## src/rtl/iob_fp_f2i.sv

```systemverilog
// Pipelined IEEE-754 float to signed integer converter, round to nearest even.
// Three register stages (unpack, align, round/saturate); one operand per cycle.
module iob_fp_f2i #(
    parameter int unsigned DATA_W = 32,
    parameter int unsigned EXP_W  = 8,
    parameter int unsigned INT_W  = 32
) (
    input  logic              clk_i,
    input  logic              rst_i,
    input  logic              start_i,
    input  logic [DATA_W-1:0] op_i,
    output logic              done_o,
    output logic [INT_W-1:0]  res_o,
    output logic              overflow_o,
    output logic              invalid_o,
    output logic              inexact_o
);

    localparam int unsigned MAN_W  = DATA_W - EXP_W;
    localparam int unsigned FRAC_W = MAN_W - 1;
    localparam int unsigned BIAS   = 2 ** (EXP_W - 1) - 1;
    localparam int signed   MSB_POS = int'(MAN_W) - 1;
    localparam int signed   INT_LIM = int'(INT_W);

    localparam logic [INT_W:0]   NEG_LIM = (INT_W + 1)'(1) << (INT_W - 1);
    localparam logic [INT_W:0]   POS_LIM = NEG_LIM - (INT_W + 1)'(1);
    localparam logic [INT_W-1:0] SAT_POS = {1'b0, {(INT_W - 1){1'b1}}};
    localparam logic [INT_W-1:0] SAT_NEG = {1'b1, {(INT_W - 1){1'b0}}};

    // ---------------- stage 1: unpack ----------------
    logic              s1_valid;
    logic              s1_sign;
    logic [EXP_W-1:0]  s1_exp;
    logic [MAN_W-1:0]  s1_man;
    logic              s1_nan;
    logic              s1_inf;

    logic              in_sign_c;
    logic [EXP_W-1:0]  in_exp_c;
    logic [FRAC_W-1:0] in_frac_c;

    always_comb begin
        in_sign_c = op_i[DATA_W-1];
        in_exp_c  = op_i[DATA_W-2 -: EXP_W];
        in_frac_c = op_i[FRAC_W-1:0];
    end

    always_ff @(posedge clk_i or posedge rst_i) begin
        if (rst_i) begin
            s1_valid <= 1'b0;
            s1_sign  <= 1'b0;
            s1_exp   <= '0;
            s1_man   <= '0;
            s1_nan   <= 1'b0;
            s1_inf   <= 1'b0;
        end else begin
            s1_valid <= start_i;
            if (start_i) begin
                s1_sign <= in_sign_c;
                s1_exp  <= in_exp_c;
                s1_man  <= {(in_exp_c != '0), in_frac_c};
                s1_nan  <= (&in_exp_c) & (|in_frac_c);
                s1_inf  <= (&in_exp_c) & ~(|in_frac_c);
            end
        end
    end

    // ---------------- stage 2: align ----------------
    logic                s2_valid;
    logic                s2_sign;
    logic                s2_nan;
    logic                s2_inf;
    logic                s2_pre_ovf;
    logic [INT_W-1:0]    s2_mag;
    logic                s2_guard;
    logic                s2_sticky;

    logic signed [31:0]  unb_exp;
    logic [31:0]         rsh;
    logic [2*MAN_W-1:0]  ext;
    logic [INT_W-1:0]    mag_c;
    logic                guard_c;
    logic                sticky_c;
    logic                pre_ovf_c;

    // Right shifts push the dropped bits into the low half of ext so guard
    // and sticky fall out of fixed bit positions; out-of-range skips shifting.
    always_comb begin
        unb_exp   = 32'(s1_exp) - 32'(BIAS);
        rsh       = '0;
        ext       = '0;
        mag_c     = '0;
        guard_c   = 1'b0;
        sticky_c  = 1'b0;
        pre_ovf_c = 1'b0;
        if (unb_exp >= INT_LIM) begin
            pre_ovf_c = 1'b1;
        end else if (unb_exp < 0) begin
            guard_c  = (unb_exp == -1) & s1_man[MAN_W-1];
            sticky_c = (unb_exp == -1) ? (|s1_man[MAN_W-2:0]) : (|s1_man);
        end else if (unb_exp < MSB_POS) begin
            rsh      = 32'(MSB_POS - unb_exp);
            ext      = {s1_man, MAN_W'(0)} >> rsh;
            mag_c    = INT_W'(ext[2*MAN_W-1:MAN_W]);
            guard_c  = ext[MAN_W-1];
            sticky_c = |ext[MAN_W-2:0];
        end else begin
            mag_c = INT_W'(s1_man) << 32'(unb_exp - MSB_POS);
        end
    end

    always_ff @(posedge clk_i or posedge rst_i) begin
        if (rst_i) begin
            s2_valid   <= 1'b0;
            s2_sign    <= 1'b0;
            s2_nan     <= 1'b0;
            s2_inf     <= 1'b0;
            s2_pre_ovf <= 1'b0;
            s2_mag     <= '0;
            s2_guard   <= 1'b0;
            s2_sticky  <= 1'b0;
        end else begin
            s2_valid <= s1_valid;
            if (s1_valid) begin
                s2_sign    <= s1_sign;
                s2_nan     <= s1_nan;
                s2_inf     <= s1_inf;
                s2_pre_ovf <= pre_ovf_c;
                s2_mag     <= mag_c;
                s2_guard   <= guard_c;
                s2_sticky  <= sticky_c;
            end
        end
    end

    // ---------------- stage 3: round, sign, saturate ----------------
    logic             inc_c;
    logic [INT_W:0]   mag_r_c;
    logic [INT_W-1:0] mag_lo_c;
    logic [INT_W-1:0] signed_c;
    logic             ovf_c;

    always_comb begin
        inc_c    = s2_guard & (s2_sticky | s2_mag[0]);
        mag_r_c  = {1'b0, s2_mag} + (INT_W + 1)'(inc_c);
        mag_lo_c = mag_r_c[INT_W-1:0];
        signed_c = s2_sign ? (~mag_lo_c + INT_W'(1)) : mag_lo_c;
        ovf_c    = s2_inf | s2_pre_ovf | (mag_r_c > (s2_sign ? NEG_LIM : POS_LIM));
    end

    always_ff @(posedge clk_i or posedge rst_i) begin
        if (rst_i) begin
            done_o     <= 1'b0;
            res_o      <= '0;
            overflow_o <= 1'b0;
            invalid_o  <= 1'b0;
            inexact_o  <= 1'b0;
        end else begin
            done_o <= s2_valid;
            if (s2_valid) begin
                if (s2_nan) begin
                    res_o      <= SAT_POS;
                    overflow_o <= 1'b0;
                    invalid_o  <= 1'b1;
                    inexact_o  <= 1'b0;
                end else if (ovf_c) begin
                    res_o      <= s2_sign ? SAT_NEG : SAT_POS;
                    overflow_o <= 1'b1;
                    invalid_o  <= 1'b0;
                    inexact_o  <= 1'b0;
                end else begin
                    res_o      <= signed_c;
                    overflow_o <= 1'b0;
                    invalid_o  <= 1'b0;
                    inexact_o  <= s2_guard | s2_sticky;
                end
            end
        end
    end

endmodule

```

## config.mk

```make
export PLATFORM = sky130hd
export DESIGN_NAME = iob_fp_f2i
export DESIGN_NICKNAME = d
export VERILOG_FILES = /design/src/rtl/iob_fp_f2i.sv
export SDC_FILE = /design/constraint.sdc
export NUM_CORES = 1
export LEC_CHECK = 0
export BUFFER_PORTS_ARGS = -buffer_cell sky130_fd_sc_hd__buf_2
export CORE_MARGIN = 2
export CORE_UTILIZATION = 60
export DETAILED_ROUTE_END_ITERATION = 6
export PLACE_DENSITY = 0.82
export SETUP_SLACK_MARGIN = 0.1
export SKIP_LAST_GASP = 1
export SYNTH_ARGS = -nofsm -noshare
export SYNTH_HDL_FRONTEND = slang
export SYNTH_SLANG_ARGS = --single-unit
export TNS_END_PERCENT = 10
```

## constraint.sdc

```tcl
create_clock -name clk_i -period 6.4 [get_ports clk_i]
set_input_delay 1.28 -clock clk_i [delete_from_list [all_inputs] [get_ports clk_i]]
set_output_delay 1.28 -clock clk_i [all_outputs]
set_load 0.1 [all_outputs]
```

== Word level (Yosys, flattened, before mapping) ==
Index checks and enable logic that the tools add are counted.

* Output and inout bits: 36
* Input bits: 35
* Register bits after elaboration: 111

* $lt $le $gt $ge: 4
* Reductions and logical operators: 6
* Shifts and indexed selects: 2
* $add $sub $neg: 5
* Muxes and demuxes: 21
* Eq/ne operators: 1
* Bitwise logic cells: 10

{| class="wikitable"
|+ Operators with widths
! operator !! number
|-
| 32-bit 2-to-1 mux || 8
|-
| 23-bit OR reduction || 3
|-
| 48-bit by 32-bit >> shifter with 48-bit output || 1
|-
| 32-bit by 1-bit adder with 33-bit output || 1
|-
| 33-bit by 32-bit > comparator with 1-bit output || 1
|-
| 32-bit by 1-bit adder with 32-bit output (second input constant) || 1
|-
| 32-bit inverter || 1
|-
| 24-bit by 32-bit << shifter with 32-bit output || 1
|-
| 24-bit OR reduction || 1
|-
| 1-bit 2-to-1 mux || 13
|-
| 6-bit by 9-bit subtractor with 10-bit output (first input constant) || 1
|-
| 9-bit by 6-bit subtractor with 10-bit output (second input constant) || 1
|-
| 9-bit by 1-bit equality test with 1-bit output (second input constant) || 1
|-
| 9-bit by 7-bit greater-or-equal comparator with 1-bit output (second input constant) || 1
|-
| 9-bit by 1-bit less-than comparator with 1-bit output (second input constant) || 1
|-
| 9-bit by 6-bit less-than comparator with 1-bit output (second input constant) || 1
|-
| 8-bit by 7-bit subtractor with 9-bit output (second input constant) || 1
|-
| 8-bit AND reduction || 1
|-
| 8-bit nonzero test || 1
|-
| 1-bit AND || 4
|-
| 1-bit OR || 4
|-
| 1-bit inverter || 1
|}

== Depth between registers and ports, before layout ==
* Depth after elaboration: 8
* Gate-level depth with buffers: 18
* Gate-level depth less buffers: 17

== Worst setup path after synthesis ==
OpenSTA, ideal clock, no wires.

* Kind: register -> register
* Start point: reg s2_mag[0]
* End point: reg res_o[31]
* Stages on the path, launching flop included: 18
* Path buffers: 1
* Clock period less this slack: 4.136 ns
* Required time: 6.274 ns
* Arrival time: 4.010 ns
* Setup slack: 2.264 ns
* Cells stage by stage: dfrtp_1 o21a_1 ha_1 ha_1 nand3_1 nor4_2 nand4_1 xnor2_1 ha_1 nand4_1 nor3_1 and2_1 a211oi_1 a31o_2 clkbuf_1 a21oi_1 o21bai_1 a221o_1

* Word-level cells in the longest chain between the ends: 8
* Elaborated cells on any way between the ends: 10
* Classes of those cells: add/sub (2); order compare (1); mux (3); bitwise (4)

{| class="wikitable"
|+ Ends and longest elaborated chain
! what !! line !! text
|-
| start, declared || 74 || <nowiki>logic [INT_W-1:0] s2_mag;</nowiki>
|-
| start signal, assigned || 129 || <nowiki>s2_mag <= mag_c;</nowiki>
|-
| 1-bit OR || 144 || <nowiki>inc_c = s2_guard & (s2_sticky | s2_mag[0]);</nowiki>
|-
| 1-bit AND || 144 ||
|-
| 32-bit by 1-bit adder with 33-bit output (*) || 145 || <nowiki>mag_r_c = {1'b0, s2_mag} + (INT_W + 1)'(inc_c);</nowiki>
|-
| 32-bit inverter || 147 || <nowiki>signed_c = s2_sign ? (~mag_lo_c + INT_W'(1)) : mag_lo_c;</nowiki>
|-
| 32-bit by 1-bit adder with 32-bit output || 147 ||
|-
| 32-bit 2-to-1 mux || 147 ||
|-
| 32-bit 2-to-1 mux (*) || 166 || <nowiki>end else if (ovf_c) begin</nowiki>
|-
| 32-bit 2-to-1 mux (*) || 161 || <nowiki>if (s2_nan) begin</nowiki>
|-
| end signal, assigned || 167 || <nowiki>res_o <= s2_sign ? SAT_NEG : SAT_POS;</nowiki>
|-
| end signal, assigned || 172 || <nowiki>res_o <= signed_c;</nowiki>
|-
| end, declared || 13 || <nowiki>output logic [INT_W-1:0] res_o,</nowiki>
|}

Mark *: on every way between the ends. The rest lies on a longest branch, timed or not.
A chain may end at the register's enable or synchronous reset.

== Worst setup path in the final report ==
* Start point: reg s2_mag[0]
* End point: reg res_o[23]

The elaborated chain is that of the path after synthesis.

==> results.md <==
* Outcome: finished clean
* Core ar. at 17100 µm²
* Int Pwr at 0.00157 W
* Most common cell after layout, fill and taps aside: dfrtp_1
* Synth warnings at 0
* CP Launch Point: s2_mag[0]
* Leading area contributor after synthesis: dfrtp_1
* Max-slew headroom at a little under a third
* Clk Latency, worst-skew pair at 370 ps
* Crit path kind: flip-flop to flip-flop
* Clock Tree Root: clkbuf_16
* Vias in the first global route at roughly 9400
* Worst-Margin Slew at 1030 ps
* Post-Place Worst Slack at 1250 ps
* Buffers added on ports at 70
* Final hold vios at 0
* Fmax at 193 MHz
* Worst Slack Setup Final at 1210 ps
* Highest-delay cell along the critical path: nor2_1
* Yosys top cell area share at between 20% and 30%
* Asr flop ratio synth at 100%
* CTS tree: done
* Top post-synthesis cells by area: dfrtp_1, mux4_2, ha_1
* Grt ovf at 0
* CTS Sinks at 111
* CP Data Arrival Time at 5460 ps
* Drt drc at 0
* Clock-pin transition on the worst setup and hold timing paths at 90 ps
* Post-synth EDFFs at 0
* Syn nets at 1293
* Critical-path cell list: o21a_1, ha_1, ha_1, nand3_1, nor4_2, nand4_1, xnor2_1, ha_1, nand4_1, nor3_1, and2_1, a211oi_1, a31oi_1, nor2_1, buf_4, nor2_1, nor4_1
* Die H at 136 µm
* Starting Density at 60.9%
* Mapped cell area at 10400 µm²
* Leak Pwr at ~4.6 nW
* Critical Path Most Common Cell: ha_1
* Number of diodes at 0
* Total CTS buffers at 9
* Share of cells above drive strength 1 at 17.8%
* Post-route ant nets at 0
* Avg Inst Size Synth at ~8.6 µm²
* Max Slew Vio Count at 0
* Cells after Synth at around 1200
* Fin crit period at 5190 ps
* CTS H-tree lvls at 3
* WP data required at 6670 ps
* DP Wirelength at 22800 µm
* DR iter-0 viols at 1055
* Worst hold-check slack at around 490 ps
* Final Util at about two thirds
* Hold Crit Start: res_o[0]
* DR WL/cell at between 20 and 25 µm
* Max Root-Sink Buffers at 2
* Final setup violation count at 0
* Global-route wire length before repair at 49300 µm
* Max-cap viol count at 0
* Seq cells post-synth at between 100 and 150
* Max stage delay on crit path at 600 ps
* Sequential share of the synthesized area at a little over a quarter
* I/O pins at 71
* Logic gate share of total power at 49.9%
* Die Wd at 136 µm
* Synth cell types at 83
* Worst setup SP type: flip-flop
* Final wirelength at 30400 µm
* Clock network fraction of design power at 21.1%
* Final #Nets at 1290
* Post-cts resize count at 0
* Syn-to-layout area delta at 6.79%
* Crit end category: flip-flop
* Sw frac at 47.8%
* R2r startpoint: s2_mag[0]
* Most frequent cells in the layout: dfrtp_1, nand2_1, nor2_1
* Initial antenna violation count at 0
* Clock skew at 16.8 ps
* Via count at 10000
* Hold_buf cts at 0
* Row count at 48
* DRT Pass-1 Iters at 5
* Hold Path Class: flip-flop to flip-flop
* DP Cell Count at 1429
* Sequential power share at 29.0%
* Worst path bufs/invs at 1
* Drt via density at 6.93
* Die area at 18400 µm²
* TNS Setup at 0 ps
* Pwr dens at 269 nW/µm²
* Final Wtd Congestion at around 0.98
* Largest net degree at the start of global routing at 70
* Prevailing post-synth register cell: dfrtp_1
* Total global-route track usage at roughly a third
* Final std cells w/o fill at 1445
* RSZ-0062 raised after global routing: false
* Max IR drop VDD at 0.000236 V
* Setup Buffers After CTS at 0
* Period utilisation layout at between 80% and 90%
* Largest delay contributor family on the critical path: simple AND/OR/NAND/NOR gates
* Sw Pwr at 0.00143 W
* CP Max Fanout at 13
-- routing by layer --
metal  wire [µm]  GRT usage, %  vias to the layer above  share of wire (%)
li1            -             -                     4666                  -
met1       12500          43.4                     4737                 41
met2       14400          55.7                      497                 47
met3        2030          4.59                      108                6.7
met4        1520          16.8                        0                5.0
met5           0             0                        -                  0
-- registers in the layout, summed over array words and instances (netlist names), 8 cells and up --
register  flops
s1_exp        8
res_o        32
s1_man       24
s2_mag       32
-- cell type report --
type                    instances  area, µm²
clock inverters                 6       83.8
multi-input cells             962       7090
flip-flops and latches        111       2780
well taps                     225        282
repair buffers                 91        508
inverters                      40        153
clock buffers                  10        239
fillers                      1462       5980
-- worst reg2reg max path: stages (launching register included) --
cell	delay (ps)
dfrtp_1	390
o21a_1	140
ha_1	220
ha_1	260
nand3_1	320
nor4_2	600
nand4_1	180
xnor2_1	420
ha_1	350
nand4_1	120
nor3_1	70
and2_1	150
a211oi_1	270
a31oi_1	260
nor2_1	600
buf_4	330
nor2_1	110
nor4_1	310
-- final timing paths --
| check | slack [ps] | depth (start not counted) | endpoint |
|---|---|---|---|
| max | 1210 | 17 | res_o[23] |
| max in group asynchronous | 4240 | 3 | s2_mag[29] |
| min | 490 | 1 | res_o[0] |
| min in group asynchronous | 1080 | 2 | s1_sign |
| max reg2reg | 1210 | 17 | res_o[23] |
| min reg2reg | 490 | 1 | res_o[0] |
-- cells by family (layout without fill, tap and decap cells) --
| kind of cell | after synthesis | in the layout | synth area share, % |
|---|---|---|---|
| XOR/XNOR | 45 | 45 | 3.78 |
| AO/OA/AOI/OAI | 310 | 310 | 21.2 |
| multiplexers | 118 | 118 | 15.9 |
| AND/OR/NAND/NOR | 449 | 449 | 22.1 |
| adder cells (fa/ha/maj) | 40 | 40 | 4.80 |
| flip-flops | 111 | 111 | 26.6 |
| buffers and inverters | 145 | 147 | 5.53 |
-- cells in the mapped netlist, types with 8 or more instances --
library cell and number:
o31ai_1 14, inv_1 38, xor2_1 12, nor2_1 101, nor4_1 31, or2_2 9, mux4_2 34, a21oi_1 47
o221ai_1 11, nand3_1 39, o311ai_0 8, xnor2_1 33, nand2b_1 8, o21ai_0 62, o21a_1 9, o211ai_1 12
mux2i_1 41, ha_1 40, o2bb2ai_1 11, nand2_1 102, a211oi_1 19, or3_1 19, and3_1 17, mux2_2 43
clkbuf_1 81, buf_2 14, dfrtp_1 111, a32oi_1 9, a31oi_1 19, nor3_1 46, nand4_1 31
-- power groups by stage --
stage | clock (W) | combinational (W) | sequential (W)
floorplan | 0 | 0.000837 | 0.00119
global placement | 0 | 0.00146 | 0.000877
detailed placement | 0 | 0.00147 | 0.000882
CTS | 0.000639 | 0.00147 | 0.000868
global route | 0.000662 | 0.00159 | 0.000883
finish | 0.000633 | 0.00149 | 0.000870
-- through the flow --
step	power [W]	area, µm²
CTS	0.00298	11100
global placement	0.00234	10800
finish	0.00300	11100
floorplan	0.00203	10400
detailed placement	0.00235	10800
global route	0.00314	11100
(Power assumes the default switching activity.)
